### src/rtl/servo_pwm_multi.sv
// Multi-channel hobby-servo PWM generator sharing one frame counter; new positions take effect only at frame boundaries.
// Optional slew limiting of the per-frame pulse change is enabled by defining SERVO_SLEW_EN.
module servo_pwm_multi #(
    parameter int CHANNELS      = 2,
    parameter int POS_W         = 8,
    parameter int PERIOD_CYCLES = 481000,
    parameter int MIN_PULSE     = 11200,
    parameter int STEP          = 228,
    parameter int MAX_PULSE     = 69500,
    parameter int RESET_POS     = 128,
    parameter int SLEW_STEP     = 1166,
    localparam int CHW          = (CHANNELS > 1) ? $clog2(CHANNELS) : 1
) (
    input  logic                clk,
    input  logic                rst,
    input  logic                cmd_valid,
    output logic                cmd_ready,
    input  logic [CHW-1:0]      cmd_ch,
    input  logic [POS_W-1:0]    cmd_pos,
    input  logic                cmd_en,
    output logic [CHANNELS-1:0] pwm_out,
    output logic                frame_start,
    output logic [CHANNELS-1:0] at_target
);

    localparam int CW = $clog2(PERIOD_CYCLES);
    localparam int PW = $clog2(MAX_PULSE + 1);
    localparam int AW = (CW > PW) ? CW : PW;

`ifdef SERVO_SLEW_EN
    localparam int SLEW_LIMIT = SLEW_STEP;
`else
    // A limit at least as wide as the whole pulse range never binds, so active jumps straight to target.
    localparam int SLEW_LIMIT = (SLEW_STEP > MAX_PULSE) ? SLEW_STEP : MAX_PULSE;
`endif

    function automatic logic [PW-1:0] pulse_of(input logic [POS_W-1:0] pos);
        logic [31:0] full;
        full = 32'(MIN_PULSE) + 32'(pos) * 32'(STEP);
        if (full > 32'(MAX_PULSE))
            full = 32'(MAX_PULSE);
        return PW'(full);
    endfunction

    function automatic logic [PW-1:0] step_toward(input logic [PW-1:0] cur, input logic [PW-1:0] tgt);
        logic [31:0] c;
        logic [31:0] t;
        logic [31:0] d;
        c = 32'(cur);
        t = 32'(tgt);
        if (t >= c) begin
            d = t - c;
            if (d > 32'(SLEW_LIMIT))
                d = 32'(SLEW_LIMIT);
            return PW'(c + d);
        end else begin
            d = c - t;
            if (d > 32'(SLEW_LIMIT))
                d = 32'(SLEW_LIMIT);
            return PW'(c - d);
        end
    endfunction

    localparam logic [PW-1:0] RESET_PULSE = pulse_of(POS_W'(RESET_POS));

    logic [CW-1:0]       cnt;
    logic [PW-1:0]       target [CHANNELS];
    logic [PW-1:0]       active [CHANNELS];
    logic [CHANNELS-1:0] en;
    logic [CHANNELS-1:0] en_pending;
    logic                boundary;
    logic                accept;
    logic [PW-1:0]       cmd_target;

    assign boundary   = (cnt == CW'(PERIOD_CYCLES - 1));
    assign cmd_ready  = !boundary;
    assign accept     = cmd_valid && cmd_ready;
    assign cmd_target = pulse_of(cmd_pos);

    // Commands only touch target/en_pending; active and en are copied over solely in the boundary
    // cycle, which refuses commands, so a frame's pulse can never be cut short or stretched.
    always_ff @(posedge clk) begin
        if (rst) begin
            cnt         <= '0;
            frame_start <= 1'b0;
            pwm_out     <= '0;
            en          <= '0;
            en_pending  <= '0;
            for (int i = 0; i < CHANNELS; i++) begin
                target[i] <= RESET_PULSE;
                active[i] <= RESET_PULSE;
            end
        end else begin
            cnt         <= boundary ? '0 : cnt + CW'(1);
            frame_start <= (cnt == '0);
            for (int i = 0; i < CHANNELS; i++) begin
                pwm_out[i] <= en[i] && (AW'(cnt) < AW'(active[i]));
                if (accept && (cmd_ch == CHW'(i))) begin
                    if (cmd_en)
                        target[i] <= cmd_target;
                    en_pending[i] <= cmd_en;
                end
                if (boundary) begin
                    active[i] <= step_toward(active[i], target[i]);
                    en[i]     <= en_pending[i];
                end
            end
        end
    end

    always_comb begin
        at_target = '0;
        for (int i = 0; i < CHANNELS; i++)
            at_target[i] = (active[i] == target[i]);
    end

endmodule
### config.mk
export PLATFORM = sky130hd
export DESIGN_NAME = servo_pwm_multi
export DESIGN_NICKNAME = d
export VERILOG_FILES = /design/src/rtl/servo_pwm_multi.sv
export SDC_FILE = /design/constraint.sdc
export NUM_CORES = 1
export LEC_CHECK = 0
export ABC_AREA = 1
export CAP_MARGIN = 20
export CORE_MARGIN = 3
export CORE_UTILIZATION = 59
export DETAILED_ROUTE_END_ITERATION = 8
export PLACE_DENSITY_LB_ADDON = 0.12
export SKIP_CTS_REPAIR_TIMING = 1
export SLEW_MARGIN = 0
export SYNTH_ARGS = -nofsm -noshare
export SYNTH_HDL_FRONTEND = slang
export SYNTH_SLANG_ARGS = --single-unit
export TNS_END_PERCENT = 1
### constraint.sdc
create_clock -name clk -period 4.8 [get_ports clk]
set_clock_uncertainty 0.15 [all_clocks]
set_input_delay 0.48 -clock clk [delete_from_list [all_inputs] [get_ports clk]]
set_output_delay 0.48 -clock clk [all_outputs]
set_load 0.05 [all_outputs]
After elaboration in Yosys (flattened, before gate mapping)
Memories as Yosys holds them, arrays and structs flattened.
Cells that the tools add are included.
W data, S select, Z words.
{ "op_classes": {"add_sub_neg": 10, "multipliers": 1, "div": 0, "magnitude_cmp": 9, "n_eq_ne": 3, "n_shift": 0, "mux": 39, "n_bitwise": 5, "reduce_logical": 8} }
{ "op_table": {"columns": ["op", "n"], "rows": [
  ["$mux W17", 27],
  ["$gt A32 B17 Y1 const B", 4],
  ["$sub A17 B17 Y18", 4],
  ["$lt A19 B17 Y1", 2],
  ["$add A17 B17 Y17", 2],
  ["$eq A17 B17 Y1", 2],
  ["$ge A17 B17 Y1", 2],
  ["$sub A17 B17 Y17", 2],
  ["$add A19 B1 Y19 const B", 1],
  ["$eq A19 B19 Y1 const B", 1],
  ["$logic_not A19 Y1", 1],
  ["$add A14 B16 Y17 const A", 1],
  ["$gt A17 B17 Y1 const B", 1],
  ["$mul A8 B6 Y14 const B", 1],
  ["$mux W1", 12],
  ["$logic_and A1 B1 Y1", 5],
  ["$or A1 B1 Y1", 4],
  ["$reduce_or A2 Y1", 1],
  ["$logic_not A1 Y1", 1],
  ["$not A1 Y1", 1]
]} }
{ "totals": {"regBits": 26, "latchBits": 0, "ram_bits": 68, "romBits": 0, "inputBits": 13, "wordCells": 83, "memories": 2} }
{ "memory_table": {"columns": ["name", "depth", "width", "read_ports", "rd_ports_with_merged_regs", "write_ports", "line_no", "text"], "rows": [
  ["active", 2, 17, 2, 0, 2, "68", "logic [PW-1:0] active [CHANNELS];"],
  ["target", 2, 17, 2, 0, 2, "67", "logic [PW-1:0] target [CHANNELS];"]
]} }

Logic depth before layout (Yosys ltp)
An unclocked memory read counts as a cell.
{ "logic_depth": {"word_depth": 12, "depth_mapped": 43, "depth_no_buf": 42} }

Worst setup path before layout
Ideal clock, no wire load.
{ "synth_path": {"path_type": "register to register", "from": "memory active[0][2] in the netlist's numbering", "to": "memory active[0][15] in the netlist's numbering (data pin)", "setup_ns": 0.268, "arrival_ns": 4.622, "required_ns": 4.382, "setup_slack_ns": -0.239, "path_stages_with_launch": 41, "cell_sequence": "edfxtp_1 > inv_1 > ha_1 > inv_1 > fa_1 > nand3_1 > nand3_1 > nand2_1 > nand3_1 > nand2_1 > nand2_1 > nor2_1 > nand2_1 > nand3_2 > nand2_4 > buf_6 > nand2_1 > ha_1 > (+5 left out) > ha_1 > nand2_1 > nor3_1 > nand2_1 > o211ai_1 > a21oi_1 > o21ai_0 > inv_1 > o21ai_0 > nand3_1 > nand2_1 > nand2_1 > inv_1 > nor2_1 > nor2_1 > nor2_1 > nand2_1 > nand3_1"} }
{ "synth_lines": {"columns": ["item", "line_no"], "rows": [
  ["start, declared", "68"]
]} }

==> reports/metrics.yaml <==
status: "complete, but fails checks"
violations: "negative setup slack"
reg2regPathDepth: 37
critPathBufInv: 6
avgSynthCellArea_um2: 6.894
power_w: 0.005473
die_w_um: 145.1
nets: 2271
crit_arrival_ps: 5370
cts_buffer_depth: 2
maxCapViolCount: 0
yosysMostFrequentCell: "nand2_1"
numPortBuffers: 18
grt_use_total_pct: 33.34
cts_tree: "done"
cp.depth: 37
rr_endpoint: "active[0][15]"
hold_path_class: "flop to flop"
worst_hold_slack_ps: 326.5
h-tree-depth: 3
initial_core_util_pct: 60.62
synthArstFlopShare_pct: 0
worstSkewPairLatency_ps: 360
synth.distinct_cells: 57
relSlewSlack_pct: 42.68
worstSetupPathType: "flop to flop"
antenna_found_initial: 1
synth_ff_type: "edfxtp_1"
first_global_vias: 11820
ys_seq_area_share_pct: 21.39
fmax_mhz: 184.8
synth_area_leader_cell: "ha_1"
worstMarginPinSlew_ps: 858.8
synth_top_area_share_pct: 17.54
core_um2: 18830
dr.pass1.iters: 6
crit_top_cell: "nand2_1"
cp-endpoint: "active[0][15]"
worst_path_dominant_cell_family: "simple AND/OR/NAND/NOR gates"
setup_viol: 13
netlist_instances: 1656
synth_area_um2: 11420
cts_inserted_buffers: 9
synth_xor_area_share_pct: 5.601
die-height_um: 145.1
synth_nets: 1844
drive_gt1_share_pct: 31.03
leakagePower_nw: 8.444
muxShareOfSynthArea_pct: 0
gp_congestion: 0.9880
cp_slowest_cell: "edfxtp_1"
synth_top_family_by_area: "simple AND/OR/NAND/NOR gates"
finalCritPeriodShare_pct: 112.7
syn2layout_area_growth_pct: 41.12
startpoint_type: "flop"
grt_pass1_wl_mm: 57.78
vias_per_cell: 5.601
dieArea_um2: 21050
end_kind: "flop"
wl_mm: 40.15
num_vias: 13150
r2r_start: "target[0][14]"
synth_compound_area_share_pct: 14.60
row_count: 50
finalWorstSetupSlack_ps: -609.9
crit_required_ps: 4760
dpl.hpwl_mm: 30.42
wire_per_inst_um: 17.10
fin_crit_ps: 5410
path_max_fanout: 5
crit_path_start: "target[0][14]"
drc: 0
clkTransAtPathRegs_ps: 70
p_per_area_nw_per_um2: 339.7
synth_edf_count: 64
synth_seq_cells: 90
hold_viol: 0
grt_max_degree: 38
synth.area.top_cells: "ha_1 18%, edfxtp_1 17%, nand2_1 12%"
ir_worst_vdd_mv: 0.2635
cts.sinks: 90
yosys.area_share.adder_pct: 20.17
yosys_warnings: 0
num_antenna_cells: 0
ant_nets: 0
grt_overflow_total: 0
pin_count: 19
maxSlewViolCount: 0
slowest_delay_ps: 420
yosys.area_share.simple_pct: 26.59
rsz0062_at_grt: "yes"
synthTopCellsByCount: "353 x nand2_1, 326 x inv_1, 160 x ha_1"
reg2reg_setup_slack_ps: -610
drtIter0Drc: 1555
clock-root-buffer: "clkbuf_16"
## layout by cell type, fill, tap and decap left out, types with 14 or more instances in the layout
master             n
clkdlybuf4s50_1   14
o21ai_1           24
a21oi_1          123
inv_1            309
inv_2             22
ha_1             128
xnor2_1           14
nand2_2           41
dfxtp_1           26
ha_4              26
nand4_1           23
nor2_2            20
xor2_1            55
a21oi_2           26
nor3_1            20
nor2_1           112
nand3_1           72
nand2_1          316
o21ai_0           45
buf_4            407
edfxtp_1          64
## layout make-up
type | instances | area [µm²]
clock buffers | 9 | 225.2
well taps | 260 | 325.3
fillers | 1151 | 2720
clock inverters | 7 | 68.82
flip-flops and latches | 90 | 2442
repair buffers | 430 | 3302
multi-input cells | 1219 | 8487
inverters | 333 | 1260
## metal layers
metal  track usage [%]  wire length, µm  up-vias
li1                  -                -     6275
met1             48.17            16670     6085
met2             52.49            18410      664
met3             4.279             3731      125
met4             9.592             1338        2
met5                 0                7        -
## stage by stage
step	TNS [ps]	setup WS, ps	instance area [µm²]	utilization (%)	cells
4_1_cts	-5727	-622.4	15160	80.50	2323
6_report	-3884	-609.9	16110	85.55	2348
3_5_place_dp	-12850	-538.0	14860	78.94	2307
5_1_grt	-8442	-900.8	16110	85.55	2348
2_1_floorplan	-108.9	-34.41	11520	-	1656
3_3_place_gp	-6290	-470.0	14860	78.94	2307
## cells by family after synthesis
family | after synthesis
and+or+nand+nor | 677
buffers and inverters | 347
AOI/OAI and AO/OA | 294
adders and majority gates | 175
DFF | 90
xor gates and xnor gates | 73
## flip-flops by register name, summed over array words and instances (netlist names)
register,cells
pwm_out,2
en,2
frame_start,1
cnt,19
target,30
en_pending,2
active,34
## where the power goes
part / internal (W) / leakage (nW) / switching (W)
combinational: 0.00175 / 7.50 / 0.00209
sequential: 0.000879 / 0.798 / 0.0000368
clock: 0.000367 / 0.146 / 0.000359
total: 0.00299 / 8.44 / 0.00248
## worst min-delay path by stage
| stage | from | endpoint | slack, ps | cells past startpoint |
|---|---|---|---|---|
| after global routing | cnt[0] | cnt[0] | 350 | 1 |
| after global placement | en_pending[1] | en[1] | 280 | 2 |
| after floorplan | en_pending[1] | en[1] | 270 | 2 |
| after CTS | cnt[0] | cnt[0] | 330 | 1 |
| final | cnt[0] | cnt[0] | 330 | 1 |
| after detailed placement | cnt[0] | cnt[0] | 310 | 1 |
No activity file was read; power rests on OpenSTA's default activity.
